==> src/rtl/mul_arbiter_if.sv <==
// Request/response channels for two requesters plus the shared multiplier port.
`timescale 1ns/1ps
interface mul_arbiter_if;
    logic        req0_valid;
    logic        req0_ready;
    logic [31:0] req0_a;
    logic [31:0] req0_b;
    logic        req0_signed;
    logic        req1_valid;
    logic        req1_ready;
    logic [31:0] req1_a;
    logic [31:0] req1_b;
    logic        req1_signed;

    logic        rsp0_valid;
    logic        rsp0_ready;
    logic [63:0] rsp0_product;
    logic        rsp0_err;
    logic        rsp1_valid;
    logic        rsp1_ready;
    logic [63:0] rsp1_product;
    logic        rsp1_err;

    logic        mul_start;
    logic [31:0] mul_multiplicand;
    logic [31:0] mul_multiplier;
    logic [63:0] mul_product;
    logic        mul_finish;

    // Arbiter side
    modport slave (
        input  req0_valid, req0_a, req0_b, req0_signed,
        output req0_ready,
        input  req1_valid, req1_a, req1_b, req1_signed,
        output req1_ready,
        output rsp0_valid, rsp0_product, rsp0_err,
        input  rsp0_ready,
        output rsp1_valid, rsp1_product, rsp1_err,
        input  rsp1_ready,
        output mul_start, mul_multiplicand, mul_multiplier,
        input  mul_product, mul_finish
    );

    // Requesters and multiplier side
    modport master (
        output req0_valid, req0_a, req0_b, req0_signed,
        input  req0_ready,
        output req1_valid, req1_a, req1_b, req1_signed,
        input  req1_ready,
        input  rsp0_valid, rsp0_product, rsp0_err,
        output rsp0_ready,
        input  rsp1_valid, rsp1_product, rsp1_err,
        output rsp1_ready,
        input  mul_start, mul_multiplicand, mul_multiplier,
        output mul_product, mul_finish
    );
endinterface

==> src/rtl/mul_arbiter.sv <==
// Round-robin two-way arbiter and sequencer for the shared shift-add multiplier,
// with sign/magnitude handling for signed operands and a WAIT watchdog.
`timescale 1ns/1ps
module mul_arbiter #(
    parameter int unsigned TIMEOUT = 40
) (
    input  logic          clk,
    input  logic          rst_n,
    mul_arbiter_if.slave  bus
);
    localparam int unsigned OP_W   = 32;
    localparam int unsigned PROD_W = 64;
    localparam int unsigned CNT_W  = $clog2(TIMEOUT + 1);

    localparam logic [1:0] S_IDLE  = 2'd0;
    localparam logic [1:0] S_ISSUE = 2'd1;
    localparam logic [1:0] S_WAIT  = 2'd2;
    localparam logic [1:0] S_DONE  = 2'd3;

    logic [1:0]             state_q, state_d;
    logic                   last_q, last_d;
    logic                   owner_q, owner_d;
    logic                   neg_q, neg_d;
    logic [CNT_W-1:0]       cnt_q, cnt_d;
    logic                   start_q, start_d;
    logic [OP_W-1:0]        mcand_q, mcand_d;
    logic [OP_W-1:0]        mplier_q, mplier_d;
    logic [1:0]             valid_q, valid_d;
    logic [1:0][PROD_W-1:0] prod_q, prod_d;
    logic [1:0]             err_q, err_d;

    logic [1:0]             req_ready_c;
    logic                   grant0, grant1;
    logic                   sel_signed;
    logic [OP_W-1:0]        sel_a, sel_b;
    logic                   rsp_ready_sel;
    logic [PROD_W-1:0]      result;

    // Magnitude of a two's-complement operand; 0x8000_0000 maps to itself as unsigned
    function automatic logic [OP_W-1:0] mag(input logic [OP_W-1:0] x, input logic sgn);
        return (sgn && x[OP_W-1]) ? (~x + OP_W'(1)) : x;
    endfunction

    // State and datapath registers
    always_ff @(posedge clk or negedge rst_n) begin
        if (!rst_n) begin
            state_q  <= S_IDLE;
            last_q   <= 1'b1;
            owner_q  <= 1'b0;
            neg_q    <= 1'b0;
            cnt_q    <= '0;
            start_q  <= 1'b0;
            mcand_q  <= '0;
            mplier_q <= '0;
            valid_q  <= '0;
            prod_q   <= '0;
            err_q    <= '0;
        end else begin
            state_q  <= state_d;
            last_q   <= last_d;
            owner_q  <= owner_d;
            neg_q    <= neg_d;
            cnt_q    <= cnt_d;
            start_q  <= start_d;
            mcand_q  <= mcand_d;
            mplier_q <= mplier_d;
            valid_q  <= valid_d;
            prod_q   <= prod_d;
            err_q    <= err_d;
        end
    end

    // Next-state, grant and next-output logic
    always_comb begin
        state_d       = state_q;
        last_d        = last_q;
        owner_d       = owner_q;
        neg_d         = neg_q;
        cnt_d         = cnt_q;
        start_d       = 1'b0;
        mcand_d       = mcand_q;
        mplier_d      = mplier_q;
        valid_d       = valid_q;
        prod_d        = prod_q;
        err_d         = err_q;
        req_ready_c   = '0;
        result        = '0;

        grant0        = bus.req0_valid && (!bus.req1_valid || last_q);
        grant1        = bus.req1_valid && (!bus.req0_valid || !last_q);
        sel_signed    = grant1 ? bus.req1_signed : bus.req0_signed;
        sel_a         = grant1 ? bus.req1_a : bus.req0_a;
        sel_b         = grant1 ? bus.req1_b : bus.req0_b;
        rsp_ready_sel = owner_q ? bus.rsp1_ready : bus.rsp0_ready;

        case (state_q)
            S_IDLE: begin
                req_ready_c = {grant1, grant0} & {2{rst_n}};
                if (grant0 || grant1) begin
                    owner_d  = grant1;
                    last_d   = grant1;
                    mcand_d  = mag(sel_a, sel_signed);
                    mplier_d = mag(sel_b, sel_signed);
                    neg_d    = sel_signed && (sel_a[OP_W-1] ^ sel_b[OP_W-1]);
                    start_d  = 1'b1;
                    state_d  = S_ISSUE;
                end
            end
            S_ISSUE: begin
                cnt_d   = '0;
                state_d = S_WAIT;
            end
            S_WAIT: begin
                // finish is still high from the previous operation in the first WAIT cycle
                if ((cnt_q != '0) && bus.mul_finish) begin
                    result           = neg_q ? (~bus.mul_product + PROD_W'(1)) : bus.mul_product;
                    prod_d[owner_q]  = result;
                    err_d[owner_q]   = 1'b0;
                    valid_d[owner_q] = 1'b1;
                    state_d          = S_DONE;
                end else if (cnt_q == CNT_W'(TIMEOUT - 1)) begin
                    prod_d[owner_q]  = '0;
                    err_d[owner_q]   = 1'b1;
                    valid_d[owner_q] = 1'b1;
                    state_d          = S_DONE;
                end else begin
                    cnt_d = cnt_q + CNT_W'(1);
                end
            end
            S_DONE: begin
                if (rsp_ready_sel) begin
                    valid_d[owner_q] = 1'b0;
                    state_d          = S_IDLE;
                end
            end
            default: state_d = S_IDLE;
        endcase
    end

    assign bus.req0_ready       = req_ready_c[0];
    assign bus.req1_ready       = req_ready_c[1];
    assign bus.rsp0_valid       = valid_q[0];
    assign bus.rsp1_valid       = valid_q[1];
    assign bus.rsp0_product     = prod_q[0];
    assign bus.rsp1_product     = prod_q[1];
    assign bus.rsp0_err         = err_q[0];
    assign bus.rsp1_err         = err_q[1];
    assign bus.mul_start        = start_q;
    assign bus.mul_multiplicand = mcand_q;
    assign bus.mul_multiplier   = mplier_q;
endmodule

==> src/flat_wrapper.sv <==
// flat-port wrapper written by rule: the top's interface ports become plain ports
module mul_arbiter_flat 
#(
    parameter int unsigned TIMEOUT = 40
)
  (clk, rst_n, bus_req0_valid, bus_req0_a, bus_req0_b, bus_req0_signed, bus_req0_ready, bus_req1_valid, bus_req1_a, bus_req1_b, bus_req1_signed, bus_req1_ready, bus_rsp0_valid, bus_rsp0_product, bus_rsp0_err, bus_rsp0_ready, bus_rsp1_valid, bus_rsp1_product, bus_rsp1_err, bus_rsp1_ready, bus_mul_start, bus_mul_multiplicand, bus_mul_multiplier, bus_mul_product, bus_mul_finish);
  mul_arbiter_if bus_i ();
  input  logic clk;
  input  logic rst_n;
  input wire logic [$bits(bus_i.req0_valid)-1:0] bus_req0_valid;
  input wire logic [$bits(bus_i.req0_a)-1:0] bus_req0_a;
  input wire logic [$bits(bus_i.req0_b)-1:0] bus_req0_b;
  input wire logic [$bits(bus_i.req0_signed)-1:0] bus_req0_signed;
  output wire logic [$bits(bus_i.req0_ready)-1:0] bus_req0_ready;
  input wire logic [$bits(bus_i.req1_valid)-1:0] bus_req1_valid;
  input wire logic [$bits(bus_i.req1_a)-1:0] bus_req1_a;
  input wire logic [$bits(bus_i.req1_b)-1:0] bus_req1_b;
  input wire logic [$bits(bus_i.req1_signed)-1:0] bus_req1_signed;
  output wire logic [$bits(bus_i.req1_ready)-1:0] bus_req1_ready;
  output wire logic [$bits(bus_i.rsp0_valid)-1:0] bus_rsp0_valid;
  output wire logic [$bits(bus_i.rsp0_product)-1:0] bus_rsp0_product;
  output wire logic [$bits(bus_i.rsp0_err)-1:0] bus_rsp0_err;
  input wire logic [$bits(bus_i.rsp0_ready)-1:0] bus_rsp0_ready;
  output wire logic [$bits(bus_i.rsp1_valid)-1:0] bus_rsp1_valid;
  output wire logic [$bits(bus_i.rsp1_product)-1:0] bus_rsp1_product;
  output wire logic [$bits(bus_i.rsp1_err)-1:0] bus_rsp1_err;
  input wire logic [$bits(bus_i.rsp1_ready)-1:0] bus_rsp1_ready;
  output wire logic [$bits(bus_i.mul_start)-1:0] bus_mul_start;
  output wire logic [$bits(bus_i.mul_multiplicand)-1:0] bus_mul_multiplicand;
  output wire logic [$bits(bus_i.mul_multiplier)-1:0] bus_mul_multiplier;
  input wire logic [$bits(bus_i.mul_product)-1:0] bus_mul_product;
  input wire logic [$bits(bus_i.mul_finish)-1:0] bus_mul_finish;
  assign bus_i.req0_valid = bus_req0_valid;
  assign bus_i.req0_a = bus_req0_a;
  assign bus_i.req0_b = bus_req0_b;
  assign bus_i.req0_signed = bus_req0_signed;
  assign bus_req0_ready = bus_i.req0_ready;
  assign bus_i.req1_valid = bus_req1_valid;
  assign bus_i.req1_a = bus_req1_a;
  assign bus_i.req1_b = bus_req1_b;
  assign bus_i.req1_signed = bus_req1_signed;
  assign bus_req1_ready = bus_i.req1_ready;
  assign bus_rsp0_valid = bus_i.rsp0_valid;
  assign bus_rsp0_product = bus_i.rsp0_product;
  assign bus_rsp0_err = bus_i.rsp0_err;
  assign bus_i.rsp0_ready = bus_rsp0_ready;
  assign bus_rsp1_valid = bus_i.rsp1_valid;
  assign bus_rsp1_product = bus_i.rsp1_product;
  assign bus_rsp1_err = bus_i.rsp1_err;
  assign bus_i.rsp1_ready = bus_rsp1_ready;
  assign bus_mul_start = bus_i.mul_start;
  assign bus_mul_multiplicand = bus_i.mul_multiplicand;
  assign bus_mul_multiplier = bus_i.mul_multiplier;
  assign bus_i.mul_product = bus_mul_product;
  assign bus_i.mul_finish = bus_mul_finish;
  mul_arbiter #(.TIMEOUT(TIMEOUT)) u_core (.clk(clk), .rst_n(rst_n), .bus(bus_i));
endmodule
==> config.mk <==
export PLATFORM = sky130hd
export DESIGN_NAME = mul_arbiter_flat
export DESIGN_NICKNAME = d
export VERILOG_FILES = /design/src/rtl/mul_arbiter_if.sv /design/src/rtl/mul_arbiter.sv /design/src/flat_wrapper.sv
export SDC_FILE = /design/constraint.sdc
export NUM_CORES = 1
export LEC_CHECK = 0
export CORE_ASPECT_RATIO = 0.5
export CORE_UTILIZATION = 51
export CTS_CLUSTER_DIAMETER = 200
export DETAILED_ROUTE_END_ITERATION = 8
export GPL_TIMING_DRIVEN = 0
export PLACE_DENSITY = 0.95
export SETUP_SLACK_MARGIN = 0.3
export SLEW_MARGIN = 15
export SYNTH_ARGS = -nofsm -noshare
export SYNTH_HDL_FRONTEND = slang
export SYNTH_SLANG_ARGS = --single-unit
==> constraint.sdc <==
create_clock -name clk -period 5.16 [get_ports clk]
set_input_delay 0.774 -clock clk [delete_from_list [all_inputs] [get_ports clk]]
set_output_delay 0.774 -clock clk [all_outputs]
set_load 0.01 [all_outputs]
# ---- Word level (Yosys, flattened, before mapping)
# Index checks and enable logic that the tools add are counted.
dict set report word_totals {
  input_bits 201
  register_bits 208
}
dict set report op_classes {
  bitwise 12
  order_cmp 2
  reduce_logical 23
  muxes 31
  n_eq_ne 9
  add_sub_neg 4
}
# op count
set op_table {}
lappend op_table {{128-bit 2-to-1 mux} 2}
lappend op_table {{128-bit AND} 1}
lappend op_table {{128-bit bitwise mux} 1}
lappend op_table {{32-bit 2-to-1 mux} 4}
lappend op_table {{64-bit 2-to-1 mux} 2}
lappend op_table {{128-bit NOT} 1}
lappend op_table {{32-bit by 1-bit adder with 32-bit output, second input constant} 2}
lappend op_table {{64-bit by 1-bit adder with 64-bit output, second input constant} 1}
lappend op_table {{64-bit demux with 1-bit select} 1}
lappend op_table {{32-bit NOT} 2}
lappend op_table {{64-bit NOT} 1}
lappend op_table {{2-bit 2-to-1 mux} 10}
lappend op_table {{6-bit 2-to-1 mux} 2}
lappend op_table {{6-bit case mux with 2 select lines} 1}
lappend op_table {{3-bit AND reduction} 3}
lappend op_table {{2-bit case mux with 4 select lines} 1}
lappend op_table {{1-bit logical AND} 7}
lappend op_table {{6-bit by 1-bit adder with 6-bit output, second input constant} 1}
lappend op_table {{2-bit AND} 3}
lappend op_table {{6-bit == test, second input constant} 1}
lappend op_table {{2-bit nonzero test} 3}
lappend op_table {{6-bit nonzero test} 1}
lappend op_table {{1-bit 2-to-1 mux} 5}
lappend op_table {{2-bit == test, second input constant} 2}
lappend op_table {{15 further kinds} 23}

# ---- Longest topological paths before layout
# Gate-level depths: netlist of the first run.
dict set report logic_depth {
  word_depth 8
  mapped_depth 14
  ltp_nobuf 9
}

# ---- Least setup slack after synthesis of the first run
# OpenSTA, ideal clock, no wires.
dict set report synth_path {
  path_kind {input -> register}
  from {input port bus_req1_valid}
  to {register u_core.mcand_q[28], in the netlist u_core.bus.mul_multiplicand[28]}
  cell_stages 13
  setup_time_ns 0.124
  n_path_buf 4
  arrival_time_ns 3.604
  slack_ns 1.432
  path_cell_list {a21bo_2 buf_2 buf_2 clkbuf_1 buf_2 mux2i_1 ha_1 nand2b_1 nor4_1 o21a_1 a41oi_1 o32a_1 o31a_1}
}
dict set report synth_via {
  elab_chain_cells 5
}
# element line
set synth_lines {}
lappend synth_lines {{from (decl)} flat_wrapper.sv:15} ;# input wire logic [$bits(bus_i.req1_valid)-1:0] bus_req1_valid;
lappend synth_lines {{1-bit logical AND / 1-bit logical NOT (equally long branches)} {mul_arbiter.sv:90, mul_arbiter.sv:89}}
lappend synth_lines {{32-bit 2-to-1 mux / 1-bit logical OR (equally long branches)} {mul_arbiter.sv:92, mul_arbiter.sv:89}}
lappend synth_lines {{32-bit NOT / 1-bit logical AND (equally long branches)} {mul_arbiter.sv:41, mul_arbiter.sv:89}}
lappend synth_lines {{32-bit by 1-bit adder with 32-bit output / 1-bit logical OR (equally long branches)} {mul_arbiter.sv:41, mul_arbiter.sv:99}}
lappend synth_lines {{32-bit 2-to-1 mux / 2-bit AND reduction (equally long branches)} --}
lappend synth_lines {{to (signal assigned)} mul_arbiter.sv:65} ;# mcand_q <= mcand_d;
lappend synth_lines {{to (decl)} mul_arbiter.sv:26} ;# logic [OP_W-1:0] mcand_q, mcand_d;
# Several ways; a longest one is shown, not always the timed one.
# A chain may end at the register's enable or synchronous reset.

# ---- Worst setup path in the final report of the first run
dict set report layout_path {
  from {input port bus_req1_valid}
  to {output port bus_req1_ready}
}
dict set report layout_via {
  elab_chain_cells 3
}
# element line
set layout_lines {}
lappend layout_lines {{1-bit logical AND} mul_arbiter.sv:90} ;# grant1 = bus.req1_valid && (!bus.req0_valid || !last_q);
lappend layout_lines {{2-bit AND} mul_arbiter.sv:98} ;# req_ready_c = {grant1, grant0} & {2{rst_n}};
lappend layout_lines {{2-bit 2-to-1 mux} mul_arbiter.sv:96} ;# case (state_q)
lappend layout_lines {{to (decl)} flat_wrapper.sv:19} ;# output wire logic [$bits(bus_i.req1_ready)-1:0] bus_req1_ready;
# No other way between the ends.

==> results.txt, run 1 <==
Status = finished clean
Maxcap violations = 0
Layout Utilization = 74.65%
Filler instances = 1589
Reg clk slew, reported paths = 0.07 ns
Final Worst Setup Slack = 0.3987 ns
Antenna-violating nets left = 0
Psw = 3.304 mW
Tmin final = 4.761 ns
FF-to-FF setup slack = 0.83 ns
Hpwl dp = 33.62 mm
Cell total after placement = 2060
Cells after Synth = 1353
DR iter-0 viols = 1423
Slew Limit Headroom = 38.20%
Worst VDD drop = 0.0003238 V
Setup Skew = 0.01408 ns
Yosys warning count = 0
Seq pwr share = 32.3%
TritonRoute pass-1 iters = 6
Fin. Hold Viols = 0
Synth top area share = 43.00%
Io pins = 400
Worst-Margin Slew = 0.9208 ns
Final setup fails = 0
Final GP Congestion = 1.030
Via count = 12960
Fin area = 0.01716 mm²
Leading area contributor after synthesis = dfrtp_1
Area grow syn2layout = 42.43%
Syn avg cell area = 8.903 µm²
Mapped Area = 0.01205 mm²
Largest cells by area after synthesis = dfrtp_1 43%, o21ai_0 8.1%, nand2_1 7.9%
Number of global-route vias before repair = 12480
Clock Path Buffers = 3
Syn Nets = 1562
Number of buffers created by CTS = 20
Hold WS = 0.3228 ns
Root buffer cell = clkbuf_16
Post-Layout Cell Count = 2097
Slew Limit Fails = 0
Buffers on Ports = 399
Starting density of the core = 52.41%
DRC viols = 0
Drt via density = 6.178
Nets@finish = 1984
Achievable frequency = 210.0 MHz
Horiz. Die Dim = 219.3 µm
Die Area = 0.02427 mm²
Post-CTS setup buffer count = 0
Ys async rst share = 100.0%
GRT Residual Overflow = 0
RSZ-0062 raised after global routing = no
Overall Global Routing Usage = 36.46%
CP Class = in2out
CP Launch Type = input pin
Clock Power Share = 18.4%
Period utilisation layout = 92.27%
Final wirelength = 45.03 mm
Cell area after placement = 0.01646 mm²
Worst setup EP type = output pin
Sw Share = 38.87%
Core area = 0.02298 mm²
Comb power frac = 49.3%
#FFs+latches synth = 208
Row cnt = 39
Worst endpoint required time = 4.39 ns
Synth cell types = 67
Pleak = 7.268 nW
Number of synthesized flops with an enable pin = 0
Pre-CTS setup slack = -0.2070 ns
CTS HTree Levels = 1
Hold Path Class = in2async
Drt wl/cell = 21.47 µm
Setup TNS = 0 ns
Pin count of the biggest net entering global routing = 109
CTS tree = done
Clock Latency Late Sink = 0.52 ns
CP Max Fanout = 10
Pint = 5.197 mW
Crit path DAT = 3.99 ns
Sink Count = 208
Die Y = 110.7 µm
Sequential fraction of the synthesis area = 43.22%
First-pass GRT wire length = 69.56 mm
Tot Pwr = 8.502 mW
Layout cells sized above 1 = 5.143%
Initial antenna violation count = 1
Pwr Density = 495.5 mW/mm²
Main flop type after synthesis = dfrtp_1
[cell usage after synthesis, types with 3 or more instances]
library cell  instances
nand2_1             254
dfrtp_1             207
o21ai_0             196
xor2_1              108
mux2i_1              69
clkbuf_1             49
o31ai_1              43
nor2_1               41
a21oi_1              38
nor3_1               35
nand3_1              25
or3_1                25
a31oi_1              20
or4_1                20
buf_2                19
nor4_1               17
buf_1                14
nand4_1              14
o41ai_1              14
xnor2_1              13
inv_1                12
o22ai_1              10
ha_1                  8
a41oi_1               7
nand3b_1              7
or2_2                 7
o21a_1                6
mux2_2                5
o41ai_2               5
a21boi_0              4
and2_1                4
o21ai_1               4
a22oi_1               3
and3_1                3
nand4b_1              3
nor2b_1               3
o211ai_1              3
[cells by family after synthesis]
kind of cell	Yosys count	synth area share, %
DFF	208	43.22
AOI/OAI and AO/OA	374	19.14
and+or+nand+nor	472	18.55
muxes	74	6.201
xor gates and xnor gates	121	8.798
buffers and inverters	96	3.251
adders and majority gates	8	0.8310
[per-layer routing]
| metal | vias up | track usage (%) | share of wire (%) |
|---|---|---|---|
| met5 | - | 0 | 0 |
| met4 | 0 | 18.10 | 5.3 |
| met3 | 178 | 6.200 | 8.9 |
| met2 | 861 | 57.83 | 46 |
| met1 | 6196 | 48.32 | 40 |
| li1 | 5720 | - | - |
[registers in the layout, indices dropped and copies added, names as in the netlist, named ones only]
register	flops
u_core.bus.mul_multiplicand	32
u_core.bus.mul_multiplier	32
u_core.bus.mul_start	1
u_core.bus.rsp0_product	64
u_core.bus.rsp1_product	64
u_core.cnt_q	6
u_core.last_q	1
u_core.neg_q	1
u_core.owner_q	1
u_core.state_q	2
[worst paths after layout]
path / from / cells after the start / to
max: bus_req1_valid / 8 / bus_req1_ready
max in group asynchronous: rst_n / 2 / u_core.bus.rsp0_product[17]
min in group clk: u_core.bus.rsp0_product[21] / 2 / u_core.bus.rsp0_product[21]
min reg2reg: u_core.bus.rsp0_product[21] / 2 / u_core.bus.rsp0_product[21]
min: rst_n / 1 / u_core.bus.mul_multiplier[19]
max reg2reg: u_core.last_q / 13 / u_core.bus.mul_multiplicand[30]
[layout make-up]
| cell class | instances | area [µm²] | share of cell area (%) |
|---|---|---|---|
| Multi-Input combinational cell | 1049 | 6464 | 37.67 |
| Sequential cell | 208 | 5206 | 30.35 |
| Timing Repair Buffer | 400 | 4026 | 23.47 |
| Clock buffer | 28 | 581.8 | 3.391 |
| Tap cell | 307 | 384.1 | 2.239 |
| Buffer | 83 | 349.1 | 2.035 |
| Clock inverter | 8 | 93.84 | 0.5470 |
| Inverter | 13 | 48.80 | 0.2844 |
| Antenna cell | 1 | 2.502 | 0.01459 |
[cells in the final DEF (no fill, tap or decap), drive strengths merged, types with 35 or more instances in the layout]
cell type / n
clkdlybuf4s50: 398
nand2: 254
dfrtp: 207
o21ai: 200
xor2: 108
clkbuf: 79
mux2i: 69
o31ai: 45
nor2: 41
a21oi: 38
nor3: 35
[worst max-delay path, stage by stage]
cell	delay, ns
clkdlybuf4s50_1	0.57
a21boi_2	0.45
buf_2	0.38
buf_2	0.34
clkbuf_2	0.34
buf_2	0.34
and3_1	0.20
clkdlybuf4s50_1	0.57
[what timing repair did]
action / CTS / global route
resized for setup: 3 / 4
hold buffers: 0 / 0
setup endpoints to repair: 3 / 17
[power groups by stage]
stage,clock [mW],combinational (mW),sequential (mW)
2_1_floorplan,0,1.59,3.00
3_3_place_gp,0,4.01,2.73
3_5_place_dp,0,4.13,2.75
4_1_cts,1.58,4.16,2.73
5_1_grt,1.65,4.49,2.81
6_report,1.57,4.19,2.74
Power figures use the tool's default switching activity.
==> inputs of run 2 (changes only) <==
--- a/constraint.sdc
+++ b/constraint.sdc
@@ -3,2 +3,2 @@
 set_output_delay 0.774 -clock clk [all_outputs]
-set_load 0.01 [all_outputs]
+set_load 0.1 [all_outputs]
==> results.txt, run 2 (same netlist as run 1, synthesis figures left out) <==
Status = finished clean
Number of buffers created by CTS = 20 (unchanged)
Row cnt = 39 (unchanged)
Met1 global-route usage = 48.32% (unchanged)
Filler instances = 1588 (-0.063%)
Sink Count = 208 (unchanged)
Setup TNS = 0 ns (unchanged)
Sw Share = 60.35% (+21 points)
Comb power frac = 67.0% (+18 points)
CP Class = in2out
Io pins = 400 (unchanged)
GRT Residual Overflow = 0 (unchanged)
Pleak = 7.268 nW (about the same)
Hold WS = 0.3262 ns (+0.003334 ns)
Drt via density = 6.200 (+0.36%)
Pint = 5.179 mW (-0.35%)
Slew Limit Headroom = 29.37% (-8.8 points)
Via count = 13000 (+0.36%)
CP Max Fanout = 10 (unchanged)
Clock Latency Late Sink = 0.52 ns (about the same)
Layout Utilization = 74.65% (about the same)
Area grow syn2layout = 42.44% (about the same)
Layout cells sized above 1 = 5.198% (+0.056 points)
Crit path DAT = 3.99 ns (about the same)
CTS tree = done
Most frequent cells in the layout = 397 x clkdlybuf4s50_1, 254 x nand2_1, 207 x dfrtp_1, 196 x o21ai_0, 108 x xor2_1
Maxcap violations = 0 (unchanged)
TritonRoute pass-1 iters = 6 (unchanged)
RSZ-0062 raised after global routing = no
Psw = 7.883 mW (+140%)
Pwr Density = 761.3 mW/mm² (+54%)
Buffers on Ports = 399 (unchanged)
Initial antenna violation count = 1 (unchanged)
Post-Layout Cell Count = 2097 (unchanged)
Post-CTS Hold Fix Bufs = 0 (unchanged)
CTS HTree Levels = 1 (unchanged)
Cell area after placement = 0.01646 mm² (unchanged)
Worst endpoint required time = 4.39 ns (about the same)
Starting density of the core = 52.41% (unchanged)
Final wirelength = 44.98 mm (-0.12%)
Tot Pwr = 13.06 mW (+54%)
Commonest non-fill, non-tap cell in the layout = clkdlybuf4s50_1
Overall Global Routing Usage = 36.46% (unchanged)
Pin count of the biggest net entering global routing = 109 (unchanged)
Achievable frequency = 210.0 MHz (about the same)
Worst VDD drop = 0.0006432 V (+99%)
DRC viols = 0 (unchanged)
Reg clk slew, reported paths = 0.07 ns (about the same)
Global Route met2 Usage = 57.83% (unchanged)
Seq pwr share = 21.0% (-11 points)
Setup Skew = 0.01347 ns (-0.0006092 ns)
Die Area = 0.02427 mm² (unchanged)
Period utilisation layout = 92.29% (about the same)
Drt wl/cell = 21.45 µm (-0.12%)
Nets@finish = 1984 (unchanged)
Fin area = 0.01716 mm² (about the same)
Final Worst Setup Slack = 0.3980 ns (-0.0007660 ns)
Tmin final = 4.762 ns (+0.0007660 ns)
DR iter-0 viols = 1415 (-0.56%)
Hpwl dp = 33.62 mm (unchanged)
Final setup fails = 0 (unchanged)
Slew Limit Fails = 0 (unchanged)
Horiz. Die Dim = 219.3 µm (unchanged)
Top Usage Layer GRT = met2
Worst setup EP type = output pin
Die Y = 110.7 µm (unchanged)
Fin. Hold Viols = 0 (unchanged)
Number of global-route vias before repair = 12480 (unchanged)
Pre-CTS setup slack = -0.4488 ns (-0.2419 ns)
First-pass GRT wire length = 69.56 mm (unchanged)
Clock Power Share = 12.0% (-6.4 points)
Antenna-violating nets left = 0 (unchanged)
Worst-Margin Slew = 1.056 ns (+0.1353 ns)
Cell total after placement = 2060 (unchanged)
Final GP Congestion = 1.030 (unchanged)
Root buffer cell = clkbuf_16
CP Launch Type = input pin
Routing usage on met3 = 6.200% (unchanged)
Core area = 0.02298 mm² (unchanged)
Hold Path Class = in2async
Clock Path Buffers = 3 (unchanged)
-- run 2: cell types whose count changed in the layout (fill, tap and decap cells not counted), sizes merged --
cell / delta
clkdlybuf4s15: +1
clkdlybuf4s50: -1
-- run 2: power by group through the flow --
stage / sequential (mW) / clock (mW) / combinational [mW]
6_report: 2.74 / 1.57 / 8.75
5_1_grt: 2.81 / 1.65 / 9.05
4_1_cts: 2.73 / 1.58 / 8.73
3_5_place_dp: 2.75 / 0 / 8.69
3_3_place_gp: 2.73 / 0 / 8.58
2_1_floorplan: 7.47 / 0 / 1.63
-- run 2: layout make-up --
cell class / count / area [µm²] / share of cell area (%)
inverters: 13 / 48.80 / 0.2844
repair buffers: 400 / 4028 / 23.47
flip-flops and latches: 208 / 5206 / 30.34
clock buffers: 28 / 581.8 / 3.391
well taps: 307 / 384.1 / 2.239
plain buffers: 83 / 349.1 / 2.035
diodes: 1 / 2.502 / 0.01458
clock inverters: 8 / 93.84 / 0.5469
multi-input cells: 1049 / 6464 / 37.67
-- run 2: path summary, 6_finish.rpt --
kind | start | to | slack (ns) | cells past startpoint
max in group asynchronous | rst_n | u_core.bus.rsp1_product[30] | 3.85 | 2
max | bus_req1_valid | bus_req1_ready | 0.40 | 8
min | rst_n | u_core.bus.mul_multiplier[19] | 0.33 | 1
min reg2reg | u_core.bus.rsp0_product[21] | u_core.bus.rsp0_product[21] | 0.48 | 2
min in group clk | u_core.bus.rsp0_product[21] | u_core.bus.rsp0_product[21] | 0.48 | 2
max reg2reg | u_core.last_q | u_core.bus.mul_multiplicand[30] | 0.82 | 13
-- run 2: metal layers --
layer	share of wire, %	routed length [µm]
met3	8.9	4021
met1	40	17800
met4	5.5	2463
met2	46	20690
met5	0	0
-- run 2: timing repair --
action	4_1_cts	5_1_grt
resized for setup	6	4
endpoints found under the setup margin	3	17
setup buffers	0	0
-- run 2: worst max-delay path: stages --
cell and delay [ns]:
clkdlybuf4s50_1 0.57, a21boi_2 0.45, buf_2 0.38, buf_2 0.34
clkbuf_2 0.34, buf_2 0.34, and3_1 0.20, clkdlybuf4s15_2 0.57
==> inputs of run 3 (changes only) <==
CAP_MARGIN = 20   (was unset)
HOLD_SLACK_MARGIN = 0.12   (was unset)
==> results of run 3 <==
Final layout, timing and power as in run 2 (identical DEF).
